## src/rtl/cofre_pkg.sv

```systemverilog
// Shared types and widths for the safe (cofre) input stage.
package cofre_pkg;

  localparam int LARGURA_SENHA = 4;
  localparam int LARGURA_ERROS = 3;

  typedef enum logic [1:0] {
    LIVRE,
    FECHADO,
    AVALIAR,
    BLOQUEADO
  } estado_t;

endpackage

```

## src/rtl/debounce_botao.sv

```systemverilog
// Push-button conditioner: 2-flop synchronizer, stability counter and a single
// one-cycle pulse on each accepted rising edge.
module debounce_botao #(
  parameter int DEBOUNCE_CICLOS = 500000
) (
  input  logic clk,
  input  logic rst,
  input  logic botao,
  output logic pulso
);

  localparam int LARGURA_CONT = $clog2(DEBOUNCE_CICLOS + 1);
  localparam logic [LARGURA_CONT-1:0] CONT_FIM = LARGURA_CONT'(DEBOUNCE_CICLOS - 1);
  localparam logic [LARGURA_CONT-1:0] CONT_UM  = LARGURA_CONT'(1);

  logic                    sinc_1;
  logic                    sinc_2;
  logic                    estavel;
  logic                    estavel_ant;
  logic [LARGURA_CONT-1:0] cont;

  always_ff @(posedge clk) begin
    if (rst) begin
      sinc_1      <= 1'b0;
      sinc_2      <= 1'b0;
      estavel     <= 1'b0;
      estavel_ant <= 1'b0;
      cont        <= '0;
      pulso       <= 1'b0;
    end else begin
      // NOTE: non-blocking so the two synchronizer stages shift one per clock
      // instead of collapsing into a single flop.
      sinc_1      <= botao;
      sinc_2      <= sinc_1;
      estavel_ant <= estavel;
      pulso       <= estavel & ~estavel_ant;
      // Any return to the accepted level restarts the stability window.
      if (sinc_2 == estavel) begin
        cont <= '0;
      end else if (cont == CONT_FIM) begin
        estavel <= sinc_2;
        cont    <= '0;
      end else begin
        cont <= cont + CONT_UM;
      end
    end
  end

endmodule

```

## src/rtl/entrada_cofre.sv

```systemverilog
// Safe input stage: debounced buttons, senha/tentativa capture registers and
// the LIVRE/FECHADO/AVALIAR/BLOQUEADO state machine with lockout timer.
module entrada_cofre
  import cofre_pkg::*;
#(
  parameter int DEBOUNCE_CICLOS = 500000,
  parameter int MAX_ERROS       = 3,
  parameter int TEMPO_BLOQUEIO  = 250000000
) (
  input  logic                     clk,
  input  logic                     rst,
  input  logic [LARGURA_SENHA-1:0] chaves,
  input  logic                     btn_gravar,
  input  logic                     btn_testar,
  input  logic                     igual,
  output logic [LARGURA_SENHA-1:0] senha,
  output logic [LARGURA_SENHA-1:0] tentativa,
  output logic                     valido,
  output logic                     aberto,
  output logic                     bloqueado,
  output logic [LARGURA_ERROS-1:0] erros
);

  localparam int LARGURA_TIMER = (TEMPO_BLOQUEIO > 1) ? $clog2(TEMPO_BLOQUEIO) : 1;
  localparam logic [LARGURA_TIMER-1:0] TIMER_INICIO = LARGURA_TIMER'(TEMPO_BLOQUEIO - 1);
  localparam logic [LARGURA_TIMER-1:0] TIMER_UM     = LARGURA_TIMER'(1);
  localparam logic [LARGURA_ERROS-1:0] ERROS_MAX    = LARGURA_ERROS'(MAX_ERROS);
  localparam logic [LARGURA_ERROS:0]   ERROS_LIMITE = (LARGURA_ERROS + 1)'(MAX_ERROS);
  localparam logic [LARGURA_ERROS:0]   ERROS_UM     = (LARGURA_ERROS + 1)'(1);

  logic pulso_gravar;
  logic pulso_testar;

  estado_t                    estado,    estado_prox;
  logic [LARGURA_SENHA-1:0]   senha_prox;
  logic [LARGURA_SENHA-1:0]   tentativa_prox;
  logic [LARGURA_ERROS-1:0]   erros_prox;
  logic [LARGURA_TIMER-1:0]   timer,     timer_prox;
  logic [LARGURA_ERROS:0]     erros_inc;

  debounce_botao #(.DEBOUNCE_CICLOS(DEBOUNCE_CICLOS)) u_gravar (
    .clk   (clk),
    .rst   (rst),
    .botao (btn_gravar),
    .pulso (pulso_gravar)
  );

  debounce_botao #(.DEBOUNCE_CICLOS(DEBOUNCE_CICLOS)) u_testar (
    .clk   (clk),
    .rst   (rst),
    .botao (btn_testar),
    .pulso (pulso_testar)
  );

  always_ff @(posedge clk) begin
    if (rst) begin
      estado    <= LIVRE;
      senha     <= '0;
      tentativa <= '0;
      erros     <= '0;
      timer     <= '0;
    end else begin
      estado    <= estado_prox;
      senha     <= senha_prox;
      tentativa <= tentativa_prox;
      erros     <= erros_prox;
      timer     <= timer_prox;
    end
  end

  // One extra bit so erros+1 cannot wrap before it is compared with the limit.
  assign erros_inc = {1'b0, erros} + ERROS_UM;

  always_comb begin
    // NOTE: every *_prox starts from its current value, so no branch leaves one
    // unassigned and no latch is inferred.
    estado_prox    = estado;
    senha_prox     = senha;
    tentativa_prox = tentativa;
    erros_prox     = erros;
    timer_prox     = timer;

    unique case (estado)
      LIVRE: begin
        if (pulso_gravar) begin
          senha_prox  = chaves;
          erros_prox  = '0;
          estado_prox = FECHADO;
        end
      end
      FECHADO: begin
        if (pulso_testar) begin
          tentativa_prox = chaves;
          estado_prox    = AVALIAR;
        end
      end
      AVALIAR: begin
        // The comparator has settled on the registered senha/tentativa by now.
        if (igual) begin
          erros_prox  = '0;
          estado_prox = LIVRE;
        end else if (erros_inc < ERROS_LIMITE) begin
          erros_prox  = erros_inc[LARGURA_ERROS-1:0];
          estado_prox = FECHADO;
        end else begin
          erros_prox  = ERROS_MAX;
          timer_prox  = TIMER_INICIO;
          estado_prox = BLOQUEADO;
        end
      end
      BLOQUEADO: begin
        if (timer == '0) begin
          erros_prox  = '0;
          estado_prox = FECHADO;
        end else begin
          timer_prox = timer - TIMER_UM;
        end
      end
      default: estado_prox = LIVRE;
    endcase
  end

  assign aberto    = (estado == LIVRE);
  assign bloqueado = (estado == BLOQUEADO);
  assign valido    = (estado == AVALIAR);

endmodule

```

## config.mk

```make
export PLATFORM = sky130hd
export DESIGN_NAME = entrada_cofre
export DESIGN_NICKNAME = d
export VERILOG_FILES = /design/src/rtl/cofre_pkg.sv /design/src/rtl/debounce_botao.sv /design/src/rtl/entrada_cofre.sv
export SDC_FILE = /design/constraint.sdc
export NUM_CORES = 1
export LEC_CHECK = 0
export CELL_PAD_IN_SITES_DETAIL_PLACEMENT = 0
export CELL_PAD_IN_SITES_GLOBAL_PLACEMENT = 1
export CORE_MARGIN = 5
export CORE_UTILIZATION = 46
export CTS_CLUSTER_DIAMETER = 50
export DETAILED_ROUTE_END_ITERATION = 8
export PLACE_DENSITY = 0.85
export SYNTH_ARGS = -nofsm -noshare
export SYNTH_HDL_FRONTEND = slang
export SYNTH_HIERARCHICAL = 1
export SYNTH_SLANG_ARGS = --single-unit
```

## constraint.sdc

```tcl
create_clock -name clk -period 2.8 [get_ports clk]
set_input_delay 0.28 -clock clk [delete_from_list [all_inputs] [get_ports clk]]
set_output_delay 0.28 -clock clk [all_outputs]
set_load 0.05 [all_outputs]
```

# Word-level counts from Yosys, hierarchy flattened
# Cells that the tools add are included.
# totals
ff_bits	89
in_bits	9
elab_cells	69
# op_classes
n_addsub	4
n_lt_le_gt_ge	1
eq_ne	13
n_mux	15
bitwise_logic	6
n_reduce_logical	13
# ops
op	count
$mux 28	3
$pmux 28 s2	1
$add 19x1->19 const B	2
$eq 19x19->1 const B	2
$logic_not 28->1	1
$sub 28x1->28 const B	1
$mux 3	4
$mux 2	5
$pmux 3 s3	1
$pmux 2 s4	1
$reduce_and 2->1	4
$ne 2x1->1 const B	3
$ne 2x2->1 const B	3
$reduce_and 3->1	2
$reduce_or 3->1	2
$add 3x1->4 const B	1
$eq 2x2->1 const B	2
$lt 4x2->1 const B	1
$not 1->1	4
$reduce_and 4->1	1
$reduce_bool 3->1	1
$and 1x1->1	2
$eq 1x1->1	2
$eq 2x1->1 const B	1
other kinds (2)	2

# Longest topological paths before layout
# logic_depth
word_depth	5
mapped_depth	9

# Modules after synthesis
# The synthesis kept the hierarchy.
# modules_own_cells
mod	n_inst	cells_per_inst	area_each_um2	seq_area_each_um2
entrada_cofre	1	311	2466.1	820.8
debounce_botao	2	111	1019.7	480.5

# Worst setup path before layout
# OpenSTA, ideal clock, no wires.
# synth_path
path_type	reg-to-reg
from	reg erros[1]
to	reg timer[22]
t_arrival_ns	2.533
required_time_ns	2.708
path_slack_ns	0.175
stages_incl_launch_ff	9
n_path_buf	2
cell_sequence	dfxtp_1 > ha_1 > nand2_1 > o2111a_1 > o21ai_0 > clkbuf_1 > clkbuf_1 > nor3_1 > nor4_1
# synth_between
elab_chain_cells	4
# synth_lines
element	line	rtl
start, declared	entrada_cofre.sv:21	output logic [LARGURA_ERROS-1:0] erros
start signal, assigned	entrada_cofre.sv:66	erros <= erros_prox;
$add 3x1->4	entrada_cofre.sv:72	assign erros_inc = {1'b0, erros} + ERROS_UM;
$lt 4x2->1	entrada_cofre.sv:102	end else if (erros_inc < ERROS_LIMITE) begin
$ne 2x2->1 (no source line)	-	
$reduce_and 4->1 (no source line)	-	
end signal, assigned	entrada_cofre.sv:67	timer <= timer_prox;
end, declared	entrada_cofre.sv:38	logic [LARGURA_TIMER-1:0] timer, timer_prox;
# No other way between the ends.
# A chain may end at the register's enable or synchronous reset.

# Worst setup path after layout
# layout_path
from	reg timer[3]
to	reg timer[21]
# layout_between
elab_chain_cells	3
# layout_lines
element	line
$sub 28x1->28 / $logic_not 28->1 (equally long branches)	entrada_cofre.sv:116, entrada_cofre.sv:112
$mux 28 / $ne 2x2->1 (equally long branches)	-
$pmux 28 s2 / $reduce_and 4->1 (equally long branches)	-
# Parallel ways exist; a longest one is shown, timed or not. The select of a mux whose other input is x is not followed.

==> reports/qor.txt <==
Pleak: 1.634 nW
Synth Warn #: 6
cts hold-fix bufs: 0
Post-Syn Nets: 553
count leader, synth: dfxtp_1
Setup crit start kind: register
synthesized instance count: 533
Post-DRT Antenna Nets: 0
FILL cells: 922
Clock Skews: 0.01216 ns
status: finished, final reports clean
Avg Cell Area, Syn: 8.453 um^2
final WL: 9.999 mm
Power per Cell Area: 498.8 nW/um^2
min-delay worst type: register to register
Top FF cell, synth: dfxtp_1
Placed Cells: 683
Synth async-reset ratio: 0%
setup bufs post-CTS: 0
num ports: 23
pin count of the biggest net entering global routing: 25
DR vias: 4004
pre-CTS setup slack: 0.3079 ns
H-tree levels: 3
Pins Over Slew Limit: 0
Yosys top cell by area: dfxtp_1
antenna violations before repair: 0
core footprint: 9684 um^2
Worst EP arrival: 2.69 ns
DP HPWL: 7.163 mm
max_cap viols: 0
Residual DRC: 0
cell area after synthesis: 4506 um^2
f_max: 404.4 MHz
Worst-Skew Late Latency: 0.36 ns
FP Rows: 36
Overflow after GRT: 0
placer congestion estimate: 0.7990
slowest CP cell: or4_4
Critical Path Fanout Max: 9
fraction of the yosys area taken by sequential cells: 39.54%
RSZ-0062 raised after global routing: false
DR vias/cell: 5.736
Critical Path RT: 3.02 ns
post-CTS resize count: 0
Bufs and invs on worst path: 1
CTS max path bufs: 2
delay-heaviest family, CP: simple AND/OR/NAND/NOR gates
Hold Vio Cnt, Final: 0
CP max stage delay: 0.58 ns
top cell type's share of synthesized area: 39.54%
Slew @ Worst Pin: 0.7868 ns
WL/cell: 14.33 um
Die W: 109.0 um
Yosys reg bits: 89
relative slew slack: 47.55%
fin util: 53.32%
first-pass GRT wire length: 17.41 mm
vias in the first global route: 3754
CTS Buf Count: 9
total track usage: 17.93%
Finished Layout Cells: 698
Area growth, synth to finish: 14.61%
die footprint: 11870 um^2
Post-DP Area: 4940 um^2
part of the cycle the worst path needs: 88.32%
clk slew on worst S/H paths: 0.09 ns
fin area: 5164 um^2
clk root buf: clkbuf_8
nature of the critical path endpoint: register
I/O Buffers: 22
Final Net Count: 581
worst path cell trace: or4_4 -> or2_1 -> or4_1 -> buf_4 -> a311oi_1 -> a211oi_1
Final min period: 2.473 ns
Post-synth top cells: dfxtp_1, nor2_1, nand2_1
Initial Util: 46.52%
critical path class: register to register
EDFF count, synth: 0
Sum Neg Setup Slack: 0 ns
layout cells sized above 1: 9.027%
clock sink count: 89
Yosys cell types: 51
Antenna Cells: 0
peak supply drop: 0.0002755 V
die height: 109.0 um
drt first pass iters: 4
CTS tree: built
final setup vio count: 0
Area contributors post-synth: dfxtp_1, nor2_1, xnor2_1
First DRT Iteration DRCs: 252
final setup margin: 0.3271 ns
## sequential cells by signal, indices dropped and copies added, names as in the netlist
name / count
timer: 28
u_gravar/cont: 19
u_testar/cont: 19
senha: 4
tentativa: 4
erros: 3
estado: 2
u_gravar/estavel: 1
u_gravar/estavel_ant: 1
u_gravar/pulso: 1
u_gravar/sinc_1: 1
u_gravar/sinc_2: 1
u_testar/estavel: 1
u_testar/estavel_ant: 1
u_testar/pulso: 1
u_testar/sinc_1: 1
u_testar/sinc_2: 1
## final timing paths
path	startpoint	endpoint	slack [ns]	depth (start not counted)
setup / recovery	timer[3]$_SDFFE_PP0P_	timer[21]$_SDFFE_PP0P_	0.33	6
hold / removal	u_gravar/estavel_ant$_SDFF_PP0_	u_gravar/pulso$_SDFF_PP0_	0.39	1
setup reg to reg	timer[3]$_SDFFE_PP0P_	timer[21]$_SDFFE_PP0P_	0.33	6
hold reg to reg	u_gravar/estavel_ant$_SDFF_PP0_	u_gravar/pulso$_SDFF_PP0_	0.39	1
## placed cells by master (no fill, tap or decap), drive strengths merged, types with 5 or more instances in the layout
cell type	synthesis	layout
a211oi	8	8
a21oi	31	31
a311oi	9	9
a31oi	11	11
buf	10	16
clkbuf	11	10
clkdlybuf4s50	0	22
dfxtp	89	89
ha	11	11
inv	24	26
nand2	33	33
nand2b	10	10
nand3	26	26
nand4	18	18
nor2	57	57
nor2b	7	7
nor3	28	28
nor4	22	22
o21ai	13	13
o31ai	17	17
o41ai	5	5
or2	6	6
or3	6	6
or4	21	21
xnor2	24	24
## per-layer routing
layer  track usage, %  wire length (um)  vias to the layer above
met2            29.87              4691                       66
met4            5.320               136                        0
met5                0                 0                        -
met3            3.079               309                       11
met1            23.77              4861                     1878
li1                 -                 -                     2049
## cell families (layout without fill, tap and decap cells)
logic type	after synthesis	count (layout)	share of synthesized area (%)
compound gates	108	108	16.75
xor+xnor	28	28	5.443
fa+ha+maj	11	11	3.055
buf+inv	45	77	4.360
flops	89	89	39.54
mux	4	4	0.8887
simple gates	248	248	29.96
## power breakdown
| part | switching, mW | leakage (nW) | internal, mW |
|---|---|---|---|
| sequential | 0.0137 | 0.718 | 1.28 |
| combinational | 0.181 | 0.803 | 0.106 |
| clock | 0.466 | 0.113 | 0.530 |
| total | 0.661 | 1.63 | 1.91 |
## stage by stage
stage | hold WS, ns | total power [mW]
2_1_floorplan | 0.3516 | 1.526
3_3_place_gp | 0.3731 | 1.606
3_5_place_dp | 0.3801 | 1.610
4_1_cts | 0.3922 | 2.607
5_1_grt | 0.4246 | 2.693
6_report | 0.3897 | 2.576
## final cells by class
class | count | area, um^2 | area share [%]
Sequential cell | 89 | 1782 | 34.50
Tap cell | 133 | 166.4 | 3.223
Multi-Input combinational cell | 399 | 2536 | 49.12
Timing Repair Buffer | 38 | 365.4 | 7.075
Clock inverter | 5 | 86.33 | 1.672
Inverter | 24 | 90.09 | 1.745
Clock buffer | 10 | 137.6 | 2.665
No activity file was read; power rests on OpenSTA's default activity.
